===== src/rtl/fpga_reg_pkg.sv =====
// Shared constants for the PL user-register block: register offsets, AXI
// response codes, CTRL bit positions and the handshake state encodings.
package fpga_reg_pkg;

  localparam logic [7:0] UREG_FIRMWARE_DATE = 8'h00;
  localparam logic [7:0] UREG_FIRMWARE_TIME = 8'h04;
  localparam logic [7:0] UREG_TEST0         = 8'h08;
  localparam logic [7:0] UREG_TEST1         = 8'h0C;
  localparam logic [7:0] UREG_CTRL          = 8'h10;

  localparam logic [5:0] IDX_FIRMWARE_DATE = UREG_FIRMWARE_DATE[7:2];
  localparam logic [5:0] IDX_FIRMWARE_TIME = UREG_FIRMWARE_TIME[7:2];
  localparam logic [5:0] IDX_TEST0         = UREG_TEST0[7:2];
  localparam logic [5:0] IDX_TEST1         = UREG_TEST1[7:2];
  localparam logic [5:0] IDX_CTRL          = UREG_CTRL[7:2];

  localparam logic [1:0] AXI_OKAY   = 2'b00;
  localparam logic [1:0] AXI_SLVERR = 2'b10;

  localparam int CTRL_NPWR_DWN  = 0;
  localparam int CTRL_MII_RST_N = 1;
  localparam int CTRL_LED_FORCE = 2;
  localparam int CTRL_LED_VAL   = 3;
  localparam logic [3:0] CTRL_RESET = 4'b0001;

  typedef enum logic [1:0] {W_IDLE = 2'b00, W_ACK = 2'b01, W_RESP = 2'b10} wr_state_e;
  typedef enum logic [1:0] {R_IDLE = 2'b00, R_ACK = 2'b01, R_DATA = 2'b10} rd_state_e;

  // The map is contiguous from offset 0, so one bound covers every register.
  function automatic logic ureg_mapped(input logic [5:0] idx);
    return idx <= IDX_CTRL;
  endfunction

  function automatic logic [31:0] apply_wstrb(input logic [31:0] old_val,
                                              input logic [31:0] new_val,
                                              input logic [3:0]  strb);
    logic [31:0] res;
    res = old_val;
    for (int b = 0; b < 4; b++) begin
      if (strb[b]) res[8*b +: 8] = new_val[8*b +: 8];
    end
    return res;
  endfunction

endpackage


===== src/rtl/main_ureg_if.sv =====
// AXI4-Lite bundle between the PS7 GP0 master and the user-register slave.
interface main_ureg_if;
  logic [7:0]  awaddr;
  logic        awvalid;
  logic        awready;
  logic [31:0] wdata;
  logic [3:0]  wstrb;
  logic        wvalid;
  logic        wready;
  logic [1:0]  bresp;
  logic        bvalid;
  logic        bready;
  logic [7:0]  araddr;
  logic        arvalid;
  logic        arready;
  logic [31:0] rdata;
  logic [1:0]  rresp;
  logic        rvalid;
  logic        rready;

  modport master (
    output awaddr, awvalid, wdata, wstrb, wvalid, bready, araddr, arvalid, rready,
    input  awready, wready, bresp, bvalid, arready, rdata, rresp, rvalid
  );

  modport slave (
    input  awaddr, awvalid, wdata, wstrb, wvalid, bready, araddr, arvalid, rready,
    output awready, wready, bresp, bvalid, arready, rdata, rresp, rvalid
  );
endinterface


===== src/rtl/main_ureg_axil_slave_if.sv =====
// AXI4-Lite slave handshake: turns bus transactions into one-cycle register
// write/read strobes and returns registered responses.
module axil_slave_if
  import fpga_reg_pkg::*;
(
  input  logic        clk,
  input  logic        rst,
  main_ureg_if.slave  axi,
  output logic        wr_en_o,
  output logic [5:0]  wr_addr_o,
  output logic [31:0] wr_data_o,
  output logic [3:0]  wr_strb_o,
  output logic        rd_en_o,
  output logic [5:0]  rd_addr_o,
  input  logic [31:0] rd_data_i
);

  wr_state_e   wr_state_q, wr_state_d;
  rd_state_e   rd_state_q, rd_state_d;
  logic [1:0]  bresp_q, bresp_d;
  logic [1:0]  rresp_q, rresp_d;
  logic [31:0] rdata_q, rdata_d;
  logic        unused_addr_lsbs;

  always_ff @(posedge clk) begin
    if (rst) begin
      wr_state_q <= W_IDLE;
      rd_state_q <= R_IDLE;
      bresp_q    <= AXI_OKAY;
      rresp_q    <= AXI_OKAY;
      rdata_q    <= '0;
    end else begin
      wr_state_q <= wr_state_d;
      rd_state_q <= rd_state_d;
      bresp_q    <= bresp_d;
      rresp_q    <= rresp_d;
      rdata_q    <= rdata_d;
    end
  end

  // Address and data are only taken together; a lone channel simply waits.
  always_comb begin
    wr_state_d = wr_state_q;
    bresp_d    = bresp_q;
    unique case (wr_state_q)
      W_IDLE: if (axi.awvalid && axi.wvalid) wr_state_d = W_ACK;
      W_ACK: begin
        wr_state_d = W_RESP;
        bresp_d    = ureg_mapped(wr_addr_o) ? AXI_OKAY : AXI_SLVERR;
      end
      W_RESP: if (axi.bready) wr_state_d = W_IDLE;
      default: wr_state_d = W_IDLE;
    endcase
  end

  always_comb begin
    rd_state_d = rd_state_q;
    rdata_d    = rdata_q;
    rresp_d    = rresp_q;
    unique case (rd_state_q)
      R_IDLE: if (axi.arvalid) rd_state_d = R_ACK;
      R_ACK: begin
        rd_state_d = R_DATA;
        rdata_d    = rd_data_i;
        rresp_d    = ureg_mapped(rd_addr_o) ? AXI_OKAY : AXI_SLVERR;
      end
      R_DATA: if (axi.rready) rd_state_d = R_IDLE;
      default: rd_state_d = R_IDLE;
    endcase
  end

  assign axi.awready = (wr_state_q == W_ACK);
  assign axi.wready  = (wr_state_q == W_ACK);
  assign axi.bvalid  = (wr_state_q == W_RESP);
  assign axi.bresp   = bresp_q;
  assign axi.arready = (rd_state_q == R_ACK);
  assign axi.rvalid  = (rd_state_q == R_DATA);
  assign axi.rdata   = rdata_q;
  assign axi.rresp   = rresp_q;

  assign wr_en_o   = (wr_state_q == W_ACK);
  assign wr_addr_o = axi.awaddr[7:2];
  assign wr_data_o = axi.wdata;
  assign wr_strb_o = axi.wstrb;
  assign rd_en_o   = (rd_state_q == R_ACK);
  assign rd_addr_o = axi.araddr[7:2];

  assign unused_addr_lsbs = ^{axi.awaddr[1:0], axi.araddr[1:0]};

endmodule


===== src/rtl/main_ureg.sv =====
// PL user registers: firmware date/time ID, two scratch registers and the
// board-pin control register with a heartbeat-driven user LED.
module main_ureg
  import fpga_reg_pkg::*;
#(
  parameter bit          SIM     = 1'b0,
  parameter logic [31:0] FW_DATE = 32'h0000_0000,
  parameter logic [31:0] FW_TIME = 32'h0000_0000
) (
  input  logic       ACLK,
  input  logic       ARESET,
  main_ureg_if.slave s_axi,
  output logic       usr_led,
  output logic       eth_phy_npwr_dwn,
  output logic       mii_rst_n
);

  localparam int HB_W = SIM ? 4 : 24;

  logic            wr_en;
  logic [5:0]      wr_addr;
  logic [31:0]     wr_data;
  logic [3:0]      wr_strb;
  logic            rd_en;
  logic [5:0]      rd_addr;
  logic [31:0]     rd_data;

  logic [31:0]     test0_q, test0_d;
  logic [31:0]     test1_q, test1_d;
  logic [3:0]      ctrl_q, ctrl_d;
  logic [HB_W-1:0] hb_q, hb_d;
  logic            usr_led_q, usr_led_d;

  axil_slave_if u_axil (
    .clk       (ACLK),
    .rst       (ARESET),
    .axi       (s_axi),
    .wr_en_o   (wr_en),
    .wr_addr_o (wr_addr),
    .wr_data_o (wr_data),
    .wr_strb_o (wr_strb),
    .rd_en_o   (rd_en),
    .rd_addr_o (rd_addr),
    .rd_data_i (rd_data)
  );

  // Writes to the read-only ID words and to unmapped offsets fall through untouched.
  always_comb begin
    test0_d = test0_q;
    test1_d = test1_q;
    ctrl_d  = ctrl_q;
    if (wr_en) begin
      case (wr_addr)
        IDX_TEST0: test0_d = apply_wstrb(test0_q, wr_data, wr_strb);
        IDX_TEST1: test1_d = apply_wstrb(test1_q, wr_data, wr_strb);
        IDX_CTRL:  if (wr_strb[0]) ctrl_d = wr_data[3:0];
        default:   ;
      endcase
    end
    hb_d      = hb_q + 1'b1;
    usr_led_d = ctrl_q[CTRL_LED_FORCE] ? ctrl_q[CTRL_LED_VAL] : hb_q[HB_W-1];
  end

  always_comb begin
    rd_data = '0;
    if (rd_en) begin
      case (rd_addr)
        IDX_FIRMWARE_DATE: rd_data = FW_DATE;
        IDX_FIRMWARE_TIME: rd_data = FW_TIME;
        IDX_TEST0:         rd_data = test0_q;
        IDX_TEST1:         rd_data = test1_q;
        IDX_CTRL:          rd_data = {28'd0, ctrl_q};
        default:           rd_data = '0;
      endcase
    end
  end

  always_ff @(posedge ACLK) begin
    if (ARESET) begin
      test0_q   <= '0;
      test1_q   <= '0;
      ctrl_q    <= CTRL_RESET;
      hb_q      <= '0;
      usr_led_q <= 1'b0;
    end else begin
      test0_q   <= test0_d;
      test1_q   <= test1_d;
      ctrl_q    <= ctrl_d;
      hb_q      <= hb_d;
      usr_led_q <= usr_led_d;
    end
  end

  assign usr_led          = usr_led_q;
  assign eth_phy_npwr_dwn = ctrl_q[CTRL_NPWR_DWN];
  assign mii_rst_n        = ctrl_q[CTRL_MII_RST_N];

endmodule


===== src/flat_wrapper.sv =====
// flat-port wrapper written by rule: the top's interface ports become plain ports
module main_ureg_flat import fpga_reg_pkg::*;
#(
  parameter bit          SIM     = 1'b0,
  parameter logic [31:0] FW_DATE = 32'h0000_0000,
  parameter logic [31:0] FW_TIME = 32'h0000_0000
)
  (ACLK, ARESET, usr_led, eth_phy_npwr_dwn, mii_rst_n, s_axi_awaddr, s_axi_awvalid, s_axi_wdata, s_axi_wstrb, s_axi_wvalid, s_axi_bready, s_axi_araddr, s_axi_arvalid, s_axi_rready, s_axi_awready, s_axi_wready, s_axi_bresp, s_axi_bvalid, s_axi_arready, s_axi_rdata, s_axi_rresp, s_axi_rvalid);
  main_ureg_if s_axi_i ();
  input  logic ACLK;
  input  logic ARESET;
  output logic usr_led;
  output logic eth_phy_npwr_dwn;
  output logic mii_rst_n;
  input wire logic [$bits(s_axi_i.awaddr)-1:0] s_axi_awaddr;
  input wire logic [$bits(s_axi_i.awvalid)-1:0] s_axi_awvalid;
  input wire logic [$bits(s_axi_i.wdata)-1:0] s_axi_wdata;
  input wire logic [$bits(s_axi_i.wstrb)-1:0] s_axi_wstrb;
  input wire logic [$bits(s_axi_i.wvalid)-1:0] s_axi_wvalid;
  input wire logic [$bits(s_axi_i.bready)-1:0] s_axi_bready;
  input wire logic [$bits(s_axi_i.araddr)-1:0] s_axi_araddr;
  input wire logic [$bits(s_axi_i.arvalid)-1:0] s_axi_arvalid;
  input wire logic [$bits(s_axi_i.rready)-1:0] s_axi_rready;
  output wire logic [$bits(s_axi_i.awready)-1:0] s_axi_awready;
  output wire logic [$bits(s_axi_i.wready)-1:0] s_axi_wready;
  output wire logic [$bits(s_axi_i.bresp)-1:0] s_axi_bresp;
  output wire logic [$bits(s_axi_i.bvalid)-1:0] s_axi_bvalid;
  output wire logic [$bits(s_axi_i.arready)-1:0] s_axi_arready;
  output wire logic [$bits(s_axi_i.rdata)-1:0] s_axi_rdata;
  output wire logic [$bits(s_axi_i.rresp)-1:0] s_axi_rresp;
  output wire logic [$bits(s_axi_i.rvalid)-1:0] s_axi_rvalid;
  assign s_axi_i.awaddr = s_axi_awaddr;
  assign s_axi_i.awvalid = s_axi_awvalid;
  assign s_axi_i.wdata = s_axi_wdata;
  assign s_axi_i.wstrb = s_axi_wstrb;
  assign s_axi_i.wvalid = s_axi_wvalid;
  assign s_axi_i.bready = s_axi_bready;
  assign s_axi_i.araddr = s_axi_araddr;
  assign s_axi_i.arvalid = s_axi_arvalid;
  assign s_axi_i.rready = s_axi_rready;
  assign s_axi_awready = s_axi_i.awready;
  assign s_axi_wready = s_axi_i.wready;
  assign s_axi_bresp = s_axi_i.bresp;
  assign s_axi_bvalid = s_axi_i.bvalid;
  assign s_axi_arready = s_axi_i.arready;
  assign s_axi_rdata = s_axi_i.rdata;
  assign s_axi_rresp = s_axi_i.rresp;
  assign s_axi_rvalid = s_axi_i.rvalid;
  main_ureg #(.SIM(SIM), .FW_DATE(FW_DATE), .FW_TIME(FW_TIME)) u_core (.ACLK(ACLK), .ARESET(ARESET), .s_axi(s_axi_i), .usr_led(usr_led), .eth_phy_npwr_dwn(eth_phy_npwr_dwn), .mii_rst_n(mii_rst_n));
endmodule

===== config.mk =====
export PLATFORM = sky130hd
export DESIGN_NAME = main_ureg_flat
export DESIGN_NICKNAME = d
export VERILOG_FILES = /design/src/rtl/fpga_reg_pkg.sv /design/src/rtl/main_ureg_if.sv /design/src/rtl/main_ureg_axil_slave_if.sv /design/src/rtl/main_ureg.sv /design/src/flat_wrapper.sv
export SDC_FILE = /design/constraint.sdc
export NUM_CORES = 1
export LEC_CHECK = 0
export ABC_AREA = 0
export ABC_CLOCK_PERIOD_IN_PS = 1700
export CORE_UTILIZATION = 55
export CTS_BUF_LIST = sky130_fd_sc_hd__clkbuf_4
export CTS_CLUSTER_SIZE = 10
export DETAILED_ROUTE_END_ITERATION = 12
export DONT_BUFFER_PORTS = 1
export PLACE_DENSITY_LB_ADDON = 0.12
export SYNTH_ARGS = -nofsm -noshare
export SYNTH_HDL_FRONTEND = slang
export SYNTH_HIERARCHICAL = 1
export SYNTH_SLANG_ARGS = --single-unit

===== constraint.sdc =====
create_clock -name ACLK -period 1.7 [get_ports ACLK]
set_input_delay 0.255 -clock ACLK [delete_from_list [all_inputs] [get_ports ACLK]]
set_output_delay 0.255 -clock ACLK [all_outputs]
set_load 0.05 [all_outputs]

==> impl_metrics.csv, run 1 <==
group,metric,value,unit
status,status,"finished, violations left",
status,violations,"negative hold slack",
timing,fmax,612,MHz
place,port_buffers,0,
finish,area_growth,5.38,%
floorplan,ios,103,
routing,routed.top_layer,"met4",
power,power_density,796,mW/mm²
routing,dr_wl_met2,5.99,mm
clocking,cts_hold_buffers,15,
critical_path,r2r_cells,6,
global_routing,grt_pass1_wl,19.6,mm
timing,rsz0062_at_grt,"true",
routing,antenna_left,0,
yosys,ys_seq_area_share,43.1,%
hold_path,whs_endpoint,"u_core/test1_q[1]$_SDFFE_PP0P_",
yosys,synthFlopType,"dfxtp_1",
place,dp_hpwl,7.87,mm
floorplan,die_width,107,µm
global_routing,antenna_found_initial,0,
routing,drt-met1-wl,5.30,mm
clocking,clk_latency,0.53,ns
global_routing,grt_start_max_net_pins,133,
timing,maxSlewViolCount,0,
routing,avgViaCountPerCell,5.42,
floorplan,fp.dieArea,0.0115,mm²
clocking,clkTransAtPathRegs,0.10,ns
finish,diodes,0,
clocking,cts_buffers,17,
yosys,yosysTopAreaCell,"dfxtp_1",
routing,routed_wl,12.2,mm
floorplan,die_height,107,µm
timing,worst_pin_slew,0.532,ns
yosys,synthArstFlopShare,0,%
critical_path,reg2reg_from,"u_core/u_axil/wr_state_q[1]$_SDFFE_PP0P_",
hold_path,hold_start,"ARESET",
routing,drt_pass1_iterations,5,
timing,layout_setup_ws,0.0653,ns
yosys,synthCells,651,
yosys,synth.top_cells.by_area,"dfxtp_1 43%, mux2i_1 16%, nor2_1 7.3%, buf_4 6.9%, a21oi_2 4.2%",
critical_path,cp_max_fo,8,
routing,drt-wirelength-per-cell,15.5,µm
finish,layout-drive-gt1-share,20.2,%
finish,nFillCells,975,
timing,fin_hold_ws,-0.217,ns
yosys,synth_top_area_share,43.1,%
job,drv_cap,0,
yosys,synth-seq-cells,131,
critical_path,worstPathArrival,2.06,ns
routing,vias,4253,
floorplan,rows,38,
critical_path,reg2reg_slack,0.07,ns
routing,wl_met3,694,µm
power,ir_drop,0.499,mV
clocking,clock_tree.root_cell,"clkbuf_4",
critical_path,worstSetupEndpointType,"flop",
critical_path,critPathLaunchType,"flop",
yosys,syn_avg_cell_area,9.35,µm²
yosys,syn_area,0.00609,mm²
critical_path,r2r-end,"u_core/test0_q[2]$_SDFFE_PP0P_",
routing,drc,0,
clocking,h-tree-depth,4,
hold_path,min_path_cells,1,
hold_path,hold_class,"in -> reg",
place,gp_congestion,0.728,
yosys,synth.yosys.warnings,6,
timing,relSlewSlack,64.5,%
critical_path,crit_required,2.12,ns
floorplan,start_util,56.4,%
floorplan,core,0.0108,mm²
timing,min_period_over_period,96.2,%
finish,layout.nets,692,
global_routing,grt_overflow_total,0,
timing,period_minus_slack,1.63,ns
timing,setup_viol,0,
clocking,cts_tree,"done",
place,pre_cts_ws,0.0435,ns
yosys,ys_types,45,
yosys,synth-edff-count,0,
clocking,clock_sinks,131,
global_routing,grt_pass1_vias,4177,
timing,hold_viol,118,
timing,fin_setup_tns,0,ns
global_routing,grt_usage,22.1,%
routing,drt-initial-drc-count,195,
critical_path,critical_path_class,"reg -> reg",
power,p_leak,2.70,nW
clocking,clk_path_buf_depth,2,
timing,fin_skew,0.00823,ns
## power breakdown
part,internal [mW],total [mW],switching (mW)
logic,0.0971,0.220,0.122
registers,3.08,3.09,0.0103
clock network,0.769,1.80,1.03
total,3.95,5.11,1.16
## logic make-up (layout without fill, tap and decap cells)
| logic type | Yosys count | in the layout | share of synthesized area, % |
|---|---|---|---|
| adder cells (fa/ha/maj) | 1 | 1 | 0.205 |
| multiplexers | 101 | 101 | 16.7 |
| flip-flops | 131 | 131 | 43.1 |
| AND/OR/NAND/NOR | 255 | 255 | 20.6 |
| other | 1 | 2 | 0.0616 |
| AO/OA/AOI/OAI | 55 | 55 | 6.76 |
| XOR/XNOR | 15 | 15 | 2.16 |
| buffers and inverters | 92 | 84 | 10.4 |
## cell type report
class                   count  area (µm²)  share of cell area (%)
inverters                   3        18.8                   0.292
multi-input cells         429        2900                    45.2
flip-flops and latches    131        2630                    40.9
clock buffers              22         165                    2.57
well taps                 140         175                    2.73
repair buffers             50         467                    7.27
clock inverters             9        65.1                    1.01
## worst max-delay path by stage
| stage | start | endpoint | slack [ns] |
|---|---|---|---|
| after global routing | u_core/u_axil/wr_state_q[1]$_SDFFE_PP0P_ | s_axi_awready | -0.04 |
| final | u_core/u_axil/wr_state_q[1]$_SDFFE_PP0P_ | u_core/test0_q[2]$_SDFFE_PP0P_ | 0.07 |
| after global placement | s_axi_awaddr[5] | u_core/test1_q[9]$_SDFFE_PP0P_ | 0.09 |
| after detailed placement | s_axi_awaddr[5] | u_core/test1_q[10]$_SDFFE_PP0P_ | 0.04 |
| after floorplan | u_core/hb_q[1]$_SDFF_PP0_ | u_core/hb_q[18]$_SDFF_PP0_ | 0.02 |
| after CTS | u_core/u_axil/wr_state_q[1]$_SDFFE_PP0P_ | s_axi_awready | 0.01 |
## cells in the final DEF, fill, tap and decap left out, drive strengths merged, types with 3 or more instances in the layout
cell	count
a21oi	40
a22oi	4
and2	6
and3	5
and4	7
buf	36
clkbuf	22
clkinv	8
dfxtp	131
dlygate4sd3	14
inv	3
mux2	5
mux2i	96
nand2	71
nand3	3
nand4	15
nor2	118
nor2b	8
nor3	3
o21ai	8
or3	7
xnor2	3
xor2	12
## metal layers
| layer | GRT usage, % | vias up |
|---|---|---|
| met5 | 0 | - |
| met4 | 8.71 | 0 |
| met3 | 7.48 | 17 |
| met2 | 37.7 | 89 |
| met1 | 25.3 | 2046 |
| li1 | - | 2101 |
## state kept, by name, indices dropped and copies added (netlist names)
name                      count
u_core/ctrl_q                 4
u_core/hb_q                  24
u_core/test0_q               32
u_core/test1_q               32
u_core/u_axil/axi.bresp       1
u_core/u_axil/axi.rdata      32
u_core/u_axil/axi.rresp       1
u_core/u_axil/rd_state_q      2
u_core/u_axil/wr_state_q      2
u_core/usr_led                1
## critical path, cell delays in order, from the launching register on
cell	delay (ns)
dfxtp_1	0.33
and2b_4	0.30
and2_2	0.20
and4b_1	0.27
buf_12	0.16
mux2i_1	0.20
nor2_1	0.06
## cells in the mapped netlist, types with 5 or more instances
cell type  number
a21oi_2        29
or3_1           6
mux2_2          5
dfxtp_1       131
nand2_1        61
nand4_1        10
buf_6           5
mux2i_1        96
nor2b_1         8
a21oi_1        11
and2_1          6
clkbuf_1       12
buf_2          15
o21ai_0         8
and3_1          5
buf_4          56
nor2_1        118
nand2_2        10
xor2_1         12
and4_1          6
## metrics by stage
step	util [%]	cells	power [mW]	cell area [µm²]
after CTS	58.9	784	5.16	6350
after floorplan	-	652	3.49	6100
after global placement	55.2	738	3.34	5960
after detailed placement	55.2	738	3.35	5960
final	59.5	784	5.11	6420
after global routing	59.5	784	5.33	6420
## what timing repair did
action	4_1_cts	5_1_grt
setup buffers	0	1
endpoints found under the setup margin	3	35
pin swaps	0	2
gates resized for setup	3	16
endpoints found under the hold margin	131	118
Power figures use the tool's default switching activity.
==> inputs of run 2 (changes only) <==
Settings changed: ABC_CLOCK_PERIOD_IN_PS 1700 to 1740, CORE_MARGIN set to 4.
Clock period 1.7 ns to 1.74 ns, I/O delays scaled along.
==> run 2 against run 1 <==
Compared with the run above:
- the flow still finishes with violations (negative hold slack)
- clock skew rose by 0.0049 ns
- fmax down 0.17%
- non-clock buffer count fell by 9
- sequential power shrank 2%
- sequential cell count stayed put
- final area fell by 1.9%
- largest power group unchanged
- highest routed layer unchanged
==> impl_metrics.csv, run 2 (same netlist as run 1, synthesis figures left out) <==
group,metric,value,unit
status,status,"finished, violations left",
status,violations,"negative hold slack",
timing,relSlewSlack,63.4,%
global_routing,grt_pass1_vias,4144,
routing,antenna_left,0,
timing,fin_skew,0.0131,ns
routing,drt-wirelength-per-cell,16.1,µm
clocking,cts_buffers,17,
clocking,clock_tree.root_cell,"clkbuf_4",
floorplan,rows,38,
floorplan,die_height,113,µm
floorplan,die_width,113,µm
place,dp_hpwl,8.08,mm
global_routing,grt_usage,20.2,%
timing,setup_viol,0,
timing,fin_setup_tns,0,ns
clocking,clkTransAtPathRegs,0.10,ns
timing,fmax,611,MHz
clocking,clk_path_buf_depth,2,
critical_path,worstSetupEndpointType,"flop",
floorplan,start_util,56.2,%
routing,drt_pass1_iterations,4,
routing,drt-initial-drc-count,234,
timing,hold_viol,119,
critical_path,worstPathArrival,2.05,ns
timing,rsz0062_at_grt,"false",
routing,avgViaCountPerCell,5.43,
floorplan,fp.dieArea,0.0128,mm²
floorplan,ios,103,
power,power.total,4.88,mW
critical_path,reg2reg_from,"u_core/hb_q[2]$_SDFF_PP0_",
routing,drc,0,
floorplan,core,0.0108,mm²
hold_path,hold_start,"ARESET",
clocking,cts_hold_buffers,13,
critical_path,critical_path_class,"reg -> reg",
place,gp_congestion,0.776,
critical_path,cp_max_fo,5,
clocking,clk_latency,0.52,ns
global_routing,grt_overflow_total,0,
finish,layout.nets,683,
routing,routed_wl,12.5,mm
critical_path,crit_required,2.15,ns
finish,layout-drive-gt1-share,18.2,%
finish,diodes,0,
global_routing,grt_pass1_wl,20.5,mm
timing,min_period_over_period,94.1,%
critical_path,startpoint,"u_core/hb_q[2]$_SDFF_PP0_",
clocking,cts_tree,"done",
critical_path,critPathLaunchType,"flop",
power,p_leak,2.65,nW
global_routing,grt_start_max_net_pins,133,
clocking,clock_sinks,131,
routing,vias,4211,
timing,worst_pin_slew,0.549,ns
power,ir_drop,0.451,mV
finish,mostFrequentLayoutCells,"129 x dfxtp_1, 118 x nor2_1, 96 x mux2i_1, 61 x nand2_1, 29 x a21oi_2",
clocking,h-tree-depth,4,
hold_path,hold_class,"in -> reg",
finish,fin_util,58.0,%
finish,area_growth,3.33,%
job,drv_cap,0,
finish,final_common_cell,"dfxtp_1",
power,power_density,776,mW/mm²
timing,maxSlewViolCount,0,
global_routing,antenna_found_initial,0,
timing,period_minus_slack,1.64,ns
place,port_buffers,0,
timing,fin_hold_ws,-0.196,ns
[run 2: worst max-delay path, stage by stage, from the launching register on]
cell and delay (ns):
dfxtp_1 0.34, buf_4 0.13, and4_4 0.26, nand2_1 0.07, xor2_1 0.13, nor2_1 0.05
dlygate4sd3_1 0.55
[run 2: final timing paths]
check | end | slack (ns) | depth (start not counted)
min | u_core/test0_q[2]$_SDFFE_PP0P_ | -0.20 | 1
min reg2reg | u_core/ctrl_q[0]$_SDFFE_PP1P_ | 0.48 | 1
max reg2reg | u_core/hb_q[5]$_SDFF_PP0_ | 0.10 | 6
max | u_core/hb_q[5]$_SDFF_PP0_ | 0.10 | 6
[run 2: area by class of cell]
| class | count | area, µm² |
|---|---|---|
| sequential | 131 | 2630 |
| fill | 976 | 4550 |
| timing repair buffer | 41 | 398 |
| clock inverter | 8 | 37.5 |
| tap | 140 | 175 |
| clock buffer | 24 | 180 |
| multi-input combinational | 429 | 2860 |
| inverter | 3 | 16.3 |
[run 2: per-stage QoR]
step	cell area, µm²	instances	hold slack, ns	setup WS, ns
floorplan	6090	652	0.380	0.0225
global placement	5900	729	0.340	0.0969
detailed placement	5900	729	0.342	0.0594
CTS	6260	776	-0.252	0.0362
global route	6290	776	-0.274	0.00216
finish	6290	776	-0.196	0.103
[run 2: timing repair]
action	4_1_cts	5_1_grt
setup buffers	2	0
endpoints found under the hold margin	131	119
gates resized for setup	1	8
pin swaps	0	0
endpoints found under the setup margin	3	16
[run 2: layer usage]
metal / part of all wire, % / global-route usage [%]
met1: 43 / 23.0
met2: 50 / 35.0
met3: 5.9 / 6.84
met4: 1.3 / 7.93
met5: 0 / 0
[run 2: report_power, final]
group          internal (mW)  switching (mW)
Combinational         0.0837           0.108
Sequential              3.01          0.0215
Clock                  0.650            1.01
==> inputs of run 3 (changes only) <==
Settings changed: CORE_UTILIZATION 55 to 66, CTS_CLUSTER_SIZE 10 to 8, PLACE_DENSITY set to 0.93, PLACE_DENSITY_LB_ADDON 0.12 to not set.
==> run 3 against run 2 <==
Compared with the run above:
- the flow still finishes with violations (negative hold slack)
- final cell count down 4.6%
- combinational power up 6%
- non-clock buffer count decreased by 3
- register-to-register slack got worse by 0.09 ns
- largest cell class unchanged
- largest power group unchanged
- highest routed layer unchanged
==> impl_metrics.csv, run 3 (same netlist as run 1, synthesis figures left out) <==
group,metric,value,unit
clocking,cts_tree,"done",
place,dp_hpwl,8.86,mm
power,ir_drop,0.396,mV
timing,fin_hold_ws,-0.197,ns
finish,layout-drive-gt1-share,18.7,%
critical_path,crit_chain,"and4_1, nand4_4, or3_1, a21oi_1",
timing,fin_skew,0.0146,ns
timing,layout_setup_ws,0.0172,ns
power,internal-power,3.94,mW
critical_path,critical_path_class,"reg -> reg",
timing,period_minus_slack,1.72,ns
critical_path,crit_required,2.18,ns
timing,maxSlewViolCount,0,
timing,setup_viol,0,
power,p_sw_share,24.1,%
clocking,clkTransAtPathRegs,0.11,ns
routing,vias,4430,
hold_path,hold_start,"ARESET",
timing,rsz0062_at_grt,"true",
routing,antenna_left,0,
floorplan,start_util,68.8,%
power,p_leak,2.62,nW
place,dp.cells,692,
floorplan,rows,34,
floorplan,ios,103,
routing,drt-wirelength-per-cell,18.7,µm
timing,fin_setup_tns,0,ns
clocking,clock_tree.root_cell,"clkbuf_4",
critical_path,critPathLaunchType,"flop",
finish,final_common_cell,"dfxtp_1",
finish,area_growth,3.70,%
place,gp_congestion,0.810,
finish,fin_util,71.4,%
global_routing,grt_usage,25.3,%
routing,drc,0,
hold_path,hold_class,"in -> reg",
critical_path,cp_slowest_cell,"dfxtp_1",
finish,finalNonFillerCells,740,
global_routing,grt_pass1_vias,4511,
critical_path,worstPathArrival,2.16,ns
critical_path,startpoint,"u_core/hb_q[11]$_SDFF_PP0_",
place,pre_cts_ws,-0.0341,ns
routing,drt-initial-drc-count,369,
floorplan,die_width,104,µm
finish,mostFrequentLayoutCells,"128 x dfxtp_1, 118 x nor2_1, 96 x mux2i_1, 61 x nand2_1, 29 x a21oi_2",
place,port_buffers,0,
clocking,clock_sinks,131,
finish,layout.nets,680,
finish,nFillCells,582,
timing,fmax,580,MHz
status,violations,"negative hold slack",
power,power.total,5.18,mW
power,power_density,820,mW/mm²
floorplan,die_height,104,µm
global_routing,grt_pass1_wl,22.4,mm
routing,avgViaCountPerCell,5.99,
finish,diodes,0,
routing,drt_pass1_iterations,5,
critical_path,reg2reg_from,"u_core/hb_q[11]$_SDFF_PP0_",
global_routing,antenna_found_initial,0,
global_routing,grt_start_max_net_pins,133,
job,drv_cap,0,
status,status,"finished, violations left",
timing,worst_pin_slew,0.725,ns
critical_path,worst_path_largest_cell_delay,0.43,ns
clocking,cts_buffers,17,
power,pwr-share-seq,58.5,%
floorplan,core,0.00885,mm²
power,p_clk_share,37.5,%
power,p_comb_share,3.9,%
clocking,clk_path_buf_depth,2,
timing,relSlewSlack,51.3,%
timing,min_period_over_period,99.0,%
floorplan,fp.dieArea,0.0108,mm²
global_routing,grt_overflow_total,0,
clocking,clk_latency,0.52,ns
power,switching_power,1.25,mW
critical_path,cp_max_fo,9,
critical_path,worstSetupEndpointType,"flop",
routing,routed_wl,13.8,mm
clocking,h-tree-depth,4,
timing,hold_viol,118,
==> run 3: through the flow <==
stage                     hold slack (ns)  cell area [µm²]
final                              -0.197             6310
after global routing               -0.239             6310
after CTS                          -0.235             6230
after detailed placement            0.347             5820
after global placement              0.350             5820
after floorplan                     0.380             6090
==> run 3: final timing paths <==
path	slack (ns)	end	cells after the start
worst max-delay path	0.02	u_core/hb_q[17]$_SDFF_PP0_	4
worst min-delay path	-0.20	u_core/u_axil/axi.rdata[3]$_SDFFE_PP0P_	1
worst max register to register	0.02	u_core/hb_q[17]$_SDFF_PP0_	4
worst min register to register	0.49	u_core/u_axil/axi.rdata[23]$_SDFFE_PP0P_	2
==> run 3: power by group through the flow <==
stage / clock network, mW / logic (mW) / registers (mW)
after floorplan: 0 / 0.307 / 3.10
after CTS: 1.96 / 0.188 / 3.03
final: 1.94 / 0.204 / 3.03
after global routing: 2.10 / 0.217 / 3.04
after global placement: 0 / 0.162 / 3.09
after detailed placement: 0 / 0.166 / 3.10
==> run 3: final cells by class <==
cell class | count | area (µm²) | share of cell area (%)
well taps | 108 | 135 | 2.14
multi-input cells | 429 | 2890 | 45.8
flip-flops and latches | 131 | 2630 | 41.6
clock inverters | 14 | 140 | 2.22
repair buffers | 38 | 375 | 5.94
clock buffers | 17 | 128 | 2.02
inverters | 3 | 16.3 | 0.258
==> run 3: timing repair <==
action | in CTS | in global routing
hold buffers | 12 | 1
gates resized for setup | 3 | 12
endpoints found under the hold margin | 131 | 119
pin swaps | 1 | 1
setup buffers | 1 | 3
setup endpoints to repair | 3 | 22
==> run 3: critical path, delay by kind of cell, from the launching register on <==
| kind | cells | cell delay (ns) |
|---|---|---|
| DFF | 1 | 0.43 |
| AOI/OAI and AO/OA | 1 | 0.19 |
| and+or+nand+nor | 3 | 1.02 |
==> run 3: metal layers <==
metal / wire (µm) / global-route usage [%] / vias to the layer above
met1: 5350 / 27.1 / 2104
li1: - / - / 2079
met2: 7080 / 44.8 / 209
met3: 1030 / 8.13 / 38
met5: 0 / 0 / -
met4: 385 / 12.1 / 0
